[config.mk]
export PLATFORM = sky130hd
export DESIGN_NAME = digital_clock_multi_alarm
export DESIGN_NICKNAME = d
export VERILOG_FILES = /design/src/rtl/digital_clock_multi_alarm.sv
export SDC_FILE = /design/constraint.sdc
export NUM_CORES = 1
export LEC_CHECK = 0
export CORE_MARGIN = 2
export CORE_UTILIZATION = 54
export CTS_BUF_LIST = sky130_fd_sc_hd__clkbuf_4
export CTS_CLUSTER_SIZE = 14
export DETAILED_ROUTE_END_ITERATION = 8
export HOLD_SLACK_MARGIN = 0.12
export PLACE_DENSITY_LB_ADDON = 0.3
export SETUP_SLACK_MARGIN = 0.1
export SYNTH_ARGS = -nofsm -noshare
export SYNTH_HDL_FRONTEND = slang
export SYNTH_SLANG_ARGS = --single-unit
export TNS_END_PERCENT = 100
[constraint.sdc]
create_clock -name i_clock_sec -period 4.11 [get_ports i_clock_sec]
set_clock_uncertainty 0.15 [all_clocks]
set_input_delay 0.6165 -clock i_clock_sec [delete_from_list [all_inputs] [get_ports i_clock_sec]]
set_output_delay 0.6165 -clock i_clock_sec [all_outputs]
set_load 0.1 [all_outputs]
[src/rtl/digital_clock_multi_alarm.sv]
// 12/24-hour time-of-day counter with NUM_ALARMS programmable alarm slots and a
// shared ring/snooze controller. Time and alarms are held in 24-hour form internally.
module digital_clock_multi_alarm #(
  parameter int NUM_ALARMS = 4,
  parameter int SNOOZE_MIN = 5,
  parameter int RING_SEC   = 60,
  localparam int IDX_W     = (NUM_ALARMS > 1) ? $clog2(NUM_ALARMS) : 1
) (
  input  logic                  i_clock_sec,
  input  logic                  i_reset,
  input  logic                  i_tick,
  input  logic                  i_mode_24h,
  input  logic                  i_set_time,
  input  logic [4:0]            i_set_hour,
  input  logic [5:0]            i_set_minute,
  input  logic                  i_set_pm,
  input  logic                  i_alarm_wr_en,
  input  logic [IDX_W-1:0]      i_alarm_wr_idx,
  input  logic [4:0]            i_alarm_wr_hour,
  input  logic [5:0]            i_alarm_wr_minute,
  input  logic                  i_alarm_wr_pm,
  input  logic                  i_alarm_wr_enable,
  input  logic                  i_snooze,
  input  logic                  i_alarm_stop,
  output logic [4:0]            o_hours,
  output logic [5:0]            o_minutes,
  output logic [5:0]            o_seconds,
  output logic                  o_am_pm,
  output logic                  o_alarm_ringing,
  output logic [IDX_W-1:0]      o_ringing_idx,
  output logic [NUM_ALARMS-1:0] o_alarm_enabled,
  output logic                  o_set_err
);

  typedef enum logic [1:0] {
    S_IDLE,
    S_RING,
    S_SNOOZE
  } state_t;

  localparam logic [11:0] RING_LOAD = 12'(RING_SEC);
  localparam logic [11:0] SNZ_LOAD  = 12'(SNOOZE_MIN * 60);

  function automatic logic hm_valid(input logic [4:0] h, input logic [5:0] m, input logic m24);
    logic h_ok;
    h_ok = m24 ? (h <= 5'd23) : ((h >= 5'd1) && (h <= 5'd12));
    return h_ok && (m <= 6'd59);
  endfunction

  function automatic logic [4:0] to_hour24(input logic [4:0] h, input logic pm, input logic m24);
    logic [4:0] r;
    if (m24)              r = h;
    else if (h == 5'd12)  r = pm ? 5'd12 : 5'd0;
    else                  r = pm ? (h + 5'd12) : h;
    return r;
  endfunction

  // Time-of-day registers
  logic [4:0] r_hour24;
  logic [5:0] r_minute;
  logic [5:0] r_second;

  // Alarm slot storage
  logic [4:0]            r_al_hour [NUM_ALARMS];
  logic [5:0]            r_al_min  [NUM_ALARMS];
  logic [NUM_ALARMS-1:0] r_al_en;

  // Ring/snooze controller
  state_t           r_state;
  logic [11:0]      r_ring_cnt;
  logic [11:0]      r_snz_cnt;
  logic [IDX_W-1:0] r_ringing_idx;
  logic             r_set_err;

  logic             w_set_ok;
  logic             w_set_bad;
  logic             w_idx_ok;
  logic             w_wr_ok;
  logic             w_wr_bad;
  logic             w_adv;
  logic [4:0]       w_wr_hour24;
  logic [4:0]       w_nxt_hour;
  logic [5:0]       w_nxt_min;
  logic [5:0]       w_nxt_sec;
  logic             w_eval;
  logic             w_match;
  logic [IDX_W-1:0] w_match_idx;
  state_t           w_state_nxt;
  logic [11:0]      w_ring_cnt_nxt;
  logic [11:0]      w_snz_cnt_nxt;
  logic [IDX_W-1:0] w_idx_nxt;

  assign w_set_ok    = i_set_time && hm_valid(i_set_hour, i_set_minute, i_mode_24h);
  assign w_set_bad   = i_set_time && !w_set_ok;
  assign w_idx_ok    = 32'(i_alarm_wr_idx) < NUM_ALARMS;
  assign w_wr_ok     = i_alarm_wr_en && w_idx_ok &&
                       hm_valid(i_alarm_wr_hour, i_alarm_wr_minute, i_mode_24h);
  assign w_wr_bad    = i_alarm_wr_en && !w_wr_ok;
  // A set_time request, valid or not, swallows the tick of that cycle.
  assign w_adv       = i_tick && !i_set_time;
  assign w_wr_hour24 = to_hour24(i_alarm_wr_hour, i_alarm_wr_pm, i_mode_24h);

  // NOTE: every always_comb output is given a default first so no latch is inferred.
  always_comb begin
    w_nxt_hour = r_hour24;
    w_nxt_min  = r_minute;
    w_nxt_sec  = r_second;
    if (w_set_ok) begin
      w_nxt_hour = to_hour24(i_set_hour, i_set_pm, i_mode_24h);
      w_nxt_min  = i_set_minute;
      w_nxt_sec  = 6'd0;
    end else if (w_adv) begin
      if (r_second == 6'd59) begin
        w_nxt_sec = 6'd0;
        if (r_minute == 6'd59) begin
          w_nxt_min  = 6'd0;
          w_nxt_hour = (r_hour24 == 5'd23) ? 5'd0 : (r_hour24 + 5'd1);
        end else begin
          w_nxt_min = r_minute + 6'd1;
        end
      end else begin
        w_nxt_sec = r_second + 6'd1;
      end
    end
  end

  // Matches are judged only when the next-state time arrives on a second-0 boundary.
  assign w_eval = w_set_ok || (w_adv && (w_nxt_sec == 6'd0));

  always_comb begin
    w_match     = 1'b0;
    w_match_idx = '0;
    for (int i = NUM_ALARMS - 1; i >= 0; i--) begin
      if (r_al_en[i] && (r_al_hour[i] == w_nxt_hour) && (r_al_min[i] == w_nxt_min)) begin
        w_match     = 1'b1;
        w_match_idx = IDX_W'(i);
      end
    end
    if (!w_eval) w_match = 1'b0;
  end

  // NOTE: sequential state uses non-blocking assignments so all registers see pre-edge values.
  always_ff @(posedge i_clock_sec) begin
    if (i_reset) begin
      r_hour24  <= 5'd0;
      r_minute  <= 6'd0;
      r_second  <= 6'd0;
      r_set_err <= 1'b0;
    end else begin
      r_hour24  <= w_nxt_hour;
      r_minute  <= w_nxt_min;
      r_second  <= w_nxt_sec;
      r_set_err <= w_set_bad || w_wr_bad;
    end
  end

  // NOTE: slot contents are reset along with the enables so a re-enabled slot never revives a stale time.
  always_ff @(posedge i_clock_sec) begin
    if (i_reset) begin
      r_al_en <= '0;
      for (int i = 0; i < NUM_ALARMS; i++) begin
        r_al_hour[i] <= 5'd0;
        r_al_min[i]  <= 6'd0;
      end
    end else if (w_wr_ok) begin
      for (int i = 0; i < NUM_ALARMS; i++) begin
        if (IDX_W'(i) == i_alarm_wr_idx) begin
          r_al_hour[i] <= w_wr_hour24;
          r_al_min[i]  <= i_alarm_wr_minute;
          r_al_en[i]   <= i_alarm_wr_enable;
        end
      end
    end
  end

  always_comb begin
    w_state_nxt    = r_state;
    w_ring_cnt_nxt = r_ring_cnt;
    w_snz_cnt_nxt  = r_snz_cnt;
    w_idx_nxt      = r_ringing_idx;
    case (r_state)
      S_IDLE: begin
        if (w_match) begin
          w_state_nxt    = S_RING;
          w_idx_nxt      = w_match_idx;
          w_ring_cnt_nxt = RING_LOAD;
        end
      end
      S_RING: begin
        if (i_alarm_stop) begin
          w_state_nxt = S_IDLE;
        end else if (i_snooze) begin
          w_state_nxt   = S_SNOOZE;
          w_snz_cnt_nxt = SNZ_LOAD;
        end else if (w_adv) begin
          if (r_ring_cnt <= 12'd1) w_state_nxt = S_IDLE;
          else                     w_ring_cnt_nxt = r_ring_cnt - 12'd1;
        end
      end
      S_SNOOZE: begin
        if (i_alarm_stop) begin
          w_state_nxt = S_IDLE;
        end else if (w_match) begin
          w_state_nxt    = S_RING;
          w_idx_nxt      = w_match_idx;
          w_ring_cnt_nxt = RING_LOAD;
        end else if (w_adv) begin
          if (r_snz_cnt <= 12'd1) begin
            w_state_nxt    = S_RING;
            w_ring_cnt_nxt = RING_LOAD;
          end else begin
            w_snz_cnt_nxt = r_snz_cnt - 12'd1;
          end
        end
      end
      default: w_state_nxt = S_IDLE;
    endcase

    // Loading a new time abandons any ring in progress, but the new time may itself match.
    if (w_set_ok) begin
      w_state_nxt = S_IDLE;
      if (w_match) begin
        w_state_nxt    = S_RING;
        w_idx_nxt      = w_match_idx;
        w_ring_cnt_nxt = RING_LOAD;
      end
    end
  end

  always_ff @(posedge i_clock_sec) begin
    if (i_reset) begin
      r_state       <= S_IDLE;
      r_ring_cnt    <= 12'd0;
      r_snz_cnt     <= 12'd0;
      r_ringing_idx <= '0;
    end else begin
      r_state       <= w_state_nxt;
      r_ring_cnt    <= w_ring_cnt_nxt;
      r_snz_cnt     <= w_snz_cnt_nxt;
      r_ringing_idx <= w_idx_nxt;
    end
  end

  always_comb begin
    if (i_mode_24h)              o_hours = r_hour24;
    else if (r_hour24 == 5'd0)   o_hours = 5'd12;
    else if (r_hour24 <= 5'd12)  o_hours = r_hour24;
    else                         o_hours = r_hour24 - 5'd12;
  end

  assign o_minutes       = r_minute;
  assign o_seconds       = r_second;
  assign o_am_pm         = (r_hour24 >= 5'd12);
  assign o_alarm_ringing = (r_state == S_RING);
  assign o_ringing_idx   = r_ringing_idx;
  assign o_alarm_enabled = r_al_en;
  assign o_set_err       = r_set_err;

endmodule

==> results by group <==
Worst setup path
  • Most common cell on crit path: sky130_fd_sc_hd__buf_4
  • Crit path launch type: primary input
  • Worst setup EP type: flop
  • WP data required: 4.32 ns
  • Series of cell instances along the critical path: clkdlybuf4s50_1, buf_4, nand2_1, o311ai_2, a21o_1, buf_6, mux2i_2, buf_4, xor2_1, nand3_1, nor4_4, o41ai_4, buf_4, o21ai_2, nor3_1, a31o_2
  • Worst reg2reg path endpoint: r_snz_cnt[1]
  • Start of the worst register-to-register path: o_seconds[0]
  • Highest-delay cell along the critical path: sky130_fd_sc_hd__clkdlybuf4s50_1
  • CP Max Fanout: 6
  • Class of the most critical setup path: primary input to flop
  • Reg2reg setup slack: 0.23 ns
  • Worst endpoint data arrival time: 4.21 ns
  • R2R cell count: 15
  • Biggest cell delay along the critical path: 0.53 ns

Clocking
  • Clock insertion delay at the later pin of the skew report: 0.46 ns
  • TritonCTS clock tree: yes
  • Longest Clk Path Bufs: 2
  • CTS root buffer: sky130_fd_sc_hd__clkbuf_4
  • Clock slew at the register clock pins of the worst setup and hold paths: 0.15 ns
  • Number of sinks on the clock net: 94
  • H-tree depth reported by CTS: 3
  • Number of buffers added by the clock tree synthesis step: 9
  • Number of hold buffers added after cts: 0

Global route
  • Maximum number of pins on one net before global-route repair: 31
  • GR Overflow Total: 0
  • Initial antenna violation count: 1
  • Busiest grt layer: met2
  • Vias in the first global route: 5411
  • Global routing met3 resource utilization: 3.56%
  • First-pass GRT wire length: 26400 um
  • Met1 demand-to-capacity share in global routing: 37.8%
  • Global Route met2 Usage: 48.5%
  • GR Util All Layers: 28.4%

Logic synthesis
  • Post-synthesis mux area share: 4.05%
  • Top flip-flop cell by instance count after synthesis: sky130_fd_sc_hd__dfxtp_1
  • Simple-gate share of the synthesized area: 26.1%
  • Main combinational cell family by area after synthesis: simple AND/OR/NAND/NOR gates
  • Mapped Avg Cell Area: 8.93 um2
  • Post-Syn Instances: 674
  • Area share of the leading cell type in the synthesized netlist: 22.0%
  • Unique cell type count in the Yosys netlist: 62
  • Number of synthesis warnings: 0
  • Cell Area, Synth: 0.00602 mm2
  • Post-synth EDFFs: 44
  • Async set or reset register ratio after synthesis: 0%
  • Cell type with the largest total area after synthesis: sky130_fd_sc_hd__edfxtp_1
  • Sequential-to-total area share from yosys stat: 38.6%
  • Synth Area in XOR/XNOR: 8.30%
  • Most numerous cell in the Yosys netlist: sky130_fd_sc_hd__nor2_1
  • Synthesized flop and latch total: 94
  • Synth cell count leaders: sky130_fd_sc_hd__nor2_1 (67), sky130_fd_sc_hd__dfxtp_1 (50), sky130_fd_sc_hd__nand2_1 (46)
  • Leading cell types by total area after synthesis: sky130_fd_sc_hd__edfxtp_1 (22%), sky130_fd_sc_hd__dfxtp_1 (17%), sky130_fd_sc_hd__xor2_1 (5.7%)
  • Area fraction in compound gates after synthesis: 15.7%
  • Number of nets in the synthesized netlist: 728
  • Adder-cell share of the synthesized area: 3.95%

Drt
  • Detail Route Antenna Nets: 0
  • Detailed Routing Iterations Pass 1: 7
  • Total number of vias: 5788
  • Vias/cell: 6.00
  • Number of remaining DRC errors: 0
  • Total length of routed wires: 16700 um
  • Number of violations reported at the end of detailed-routing iteration 0: 521
  • Routed WL per cell: 17.3 um

Finish
  • Final Util: 71.4%
  • Layout area overhead: 28.7%
  • Ratio of cells with drive above 1 in the final layout: 21.6%
  • Post-route cell area: 0.00774 mm2
  • Final Net Count: 872

Placement
  • Port buffer count: 60
  • Worst slack, placed: -0.759 ns
  • Final estimated routing congestion in global placement: 1.03
  • Post-placement cell area: 0.00735 mm2
  • Placed wire-length estimate: 12800 um

STA
  • Worst-Margin Slew: 0.997 ns
  • Hold slack: 0.340 ns
  • Setup repair after global routing missed its margin: no
  • FMAX: 0.250 GHz
  • Headroom to the max-slew limit: 33.3%
  • Final setup violation count: 0
  • Final slew viol count: 0
  • Accumulated negative setup slack: 0 ns
  • Hold Vio Cnt, Final: 0
  • Share of the clock period used by the worst path: 97.2%
  • Crit path time final: 3.99 ns
  • Final Worst Setup Slack: 0.115 ns

Min path
  • Endpoint with the worst hold slack: r_ring_cnt[11]
  • Hold Path Cell Cnt: 1
  • Hold Path Origin: r_ring_cnt[11]
  • Min-delay worst type: flop to flop

Pwr
  • VDD IR-drop max: 0.273 mV
  • Leakage dissipation: 0.00296 uW
  • Power density cells: 291 mW/mm2

Die
  • Row Count: 38
  • Height of the die: 110 um
  • Core box area: 0.0108 mm2
  • Die outline area: 0.0120 mm2
  • Floorplan die width: 110 um
  • Initial Utilization: 55.5%
  • I/O pin cnt: 61

Run status
  • Result of the run: finished clean

Job
  • Count of max-cap constraint violations: 0
==> cell families after synthesis <==
logic type      count (synthesis)
simple gates                  292
mux                            21
flops                          94
fa+ha+maj                      19
xor+xnor                       57
compound gates                142
buf+inv                        49
==> layout make-up <==
| class | instances | area, um2 |
|---|---|---|
| diodes | 1 | 2.50 |
| well taps | 140 | 175 |
| repair buffers | 152 | 1300 |
| flip-flops and latches | 94 | 2340 |
| fillers | 806 | 3100 |
| multi-input cells | 531 | 3650 |
| inverters | 30 | 113 |
| clock buffers | 12 | 90.1 |
| clock inverters | 4 | 72.6 |
==> worst max path at each step <==
| stage | from | cells past startpoint | slack (ns) | to |
|---|---|---|---|---|
| 2_1_floorplan | i_set_hour[2] | 14 | 0.13 | r_snz_cnt[5] |
| 4_1_cts | i_set_hour[2] | 17 | 0.11 | r_snz_cnt[11] |
| 5_1_grt | i_set_hour[4] | 18 | 0.06 | r_ring_cnt[2] |
| 3_5_place_dp | i_set_hour[3] | 15 | -0.76 | r_snz_cnt[11] |
| 6_report | i_set_hour[4] | 16 | 0.12 | r_snz_cnt[1] |
| 3_3_place_gp | i_set_hour[3] | 15 | -0.60 | r_snz_cnt[10] |
==> layout by cell type, fill, tap and decap left out, types with 18 or more instances in the layout <==
cell type                         netlist  final
sky130_fd_sc_hd__nor2_1                67     67
sky130_fd_sc_hd__nand4_1               18     18
sky130_fd_sc_hd__nand3_1               31     31
sky130_fd_sc_hd__ha_1                  19     18
sky130_fd_sc_hd__a21oi_1               40     40
sky130_fd_sc_hd__nand2_1               46     45
sky130_fd_sc_hd__o21ai_0               26     24
sky130_fd_sc_hd__and2_1                35     35
sky130_fd_sc_hd__clkdlybuf4s50_1        0     49
sky130_fd_sc_hd__edfxtp_1              44     44
sky130_fd_sc_hd__xnor2_1               18     18
sky130_fd_sc_hd__dfxtp_1               50     38
sky130_fd_sc_hd__inv_1                 30     30
sky130_fd_sc_hd__buf_4                  1     93
sky130_fd_sc_hd__xor2_1                39     36
==> metal layers <==
layer | share of wire, % | routed length (um)
met1 | 43 | 7230
met3 | 5.8 | 975
met5 | 0 | 0
met4 | 1.9 | 320
met2 | 49 | 8200
==> power breakdown <==
group | internal [uW] | switching [uW] | total [uW]
Combinational | 249 | 361 | 609
Sequential | 1020 | 40.7 | 1060
Clock | 267 | 310 | 577
==> per-stage QoR <==
stage,total power (uW),std cells
after floorplan,1410,674
after global placement,1630,938
after detailed placement,1650,938
after CTS,2230,959
after global routing,2330,964
final,2250,964
==> critical path, delay by kind of cell <==
kind / cells / cell delay (ns)
buffers and inverters: 5 / 1.22
AOI/OAI and AO/OA: 5 / 1.09
and+or+nand+nor: 4 / 0.74
muxes: 1 / 0.30
xor gates and xnor gates: 1 / 0.22
==> timing repair <==
item                                    CTS  global route
endpoints found under the setup margin   25            20
buffers inserted                          5             5
pin swaps                                 7            11
cloned                                    0             0
resized for setup                        23            30
==> flip-flops by register name (all words and copies together) (netlist names) <==
signal,flops
r_hour24,5
r_state,2
r_snz_cnt,12
r_al_hour,20
r_al_min,24
o_minutes,6
o_alarm_enabled,4
o_seconds,6
o_ringing_idx,2
r_ring_cnt,12
o_set_err,1
No activity file was read; power rests on OpenSTA's default activity.
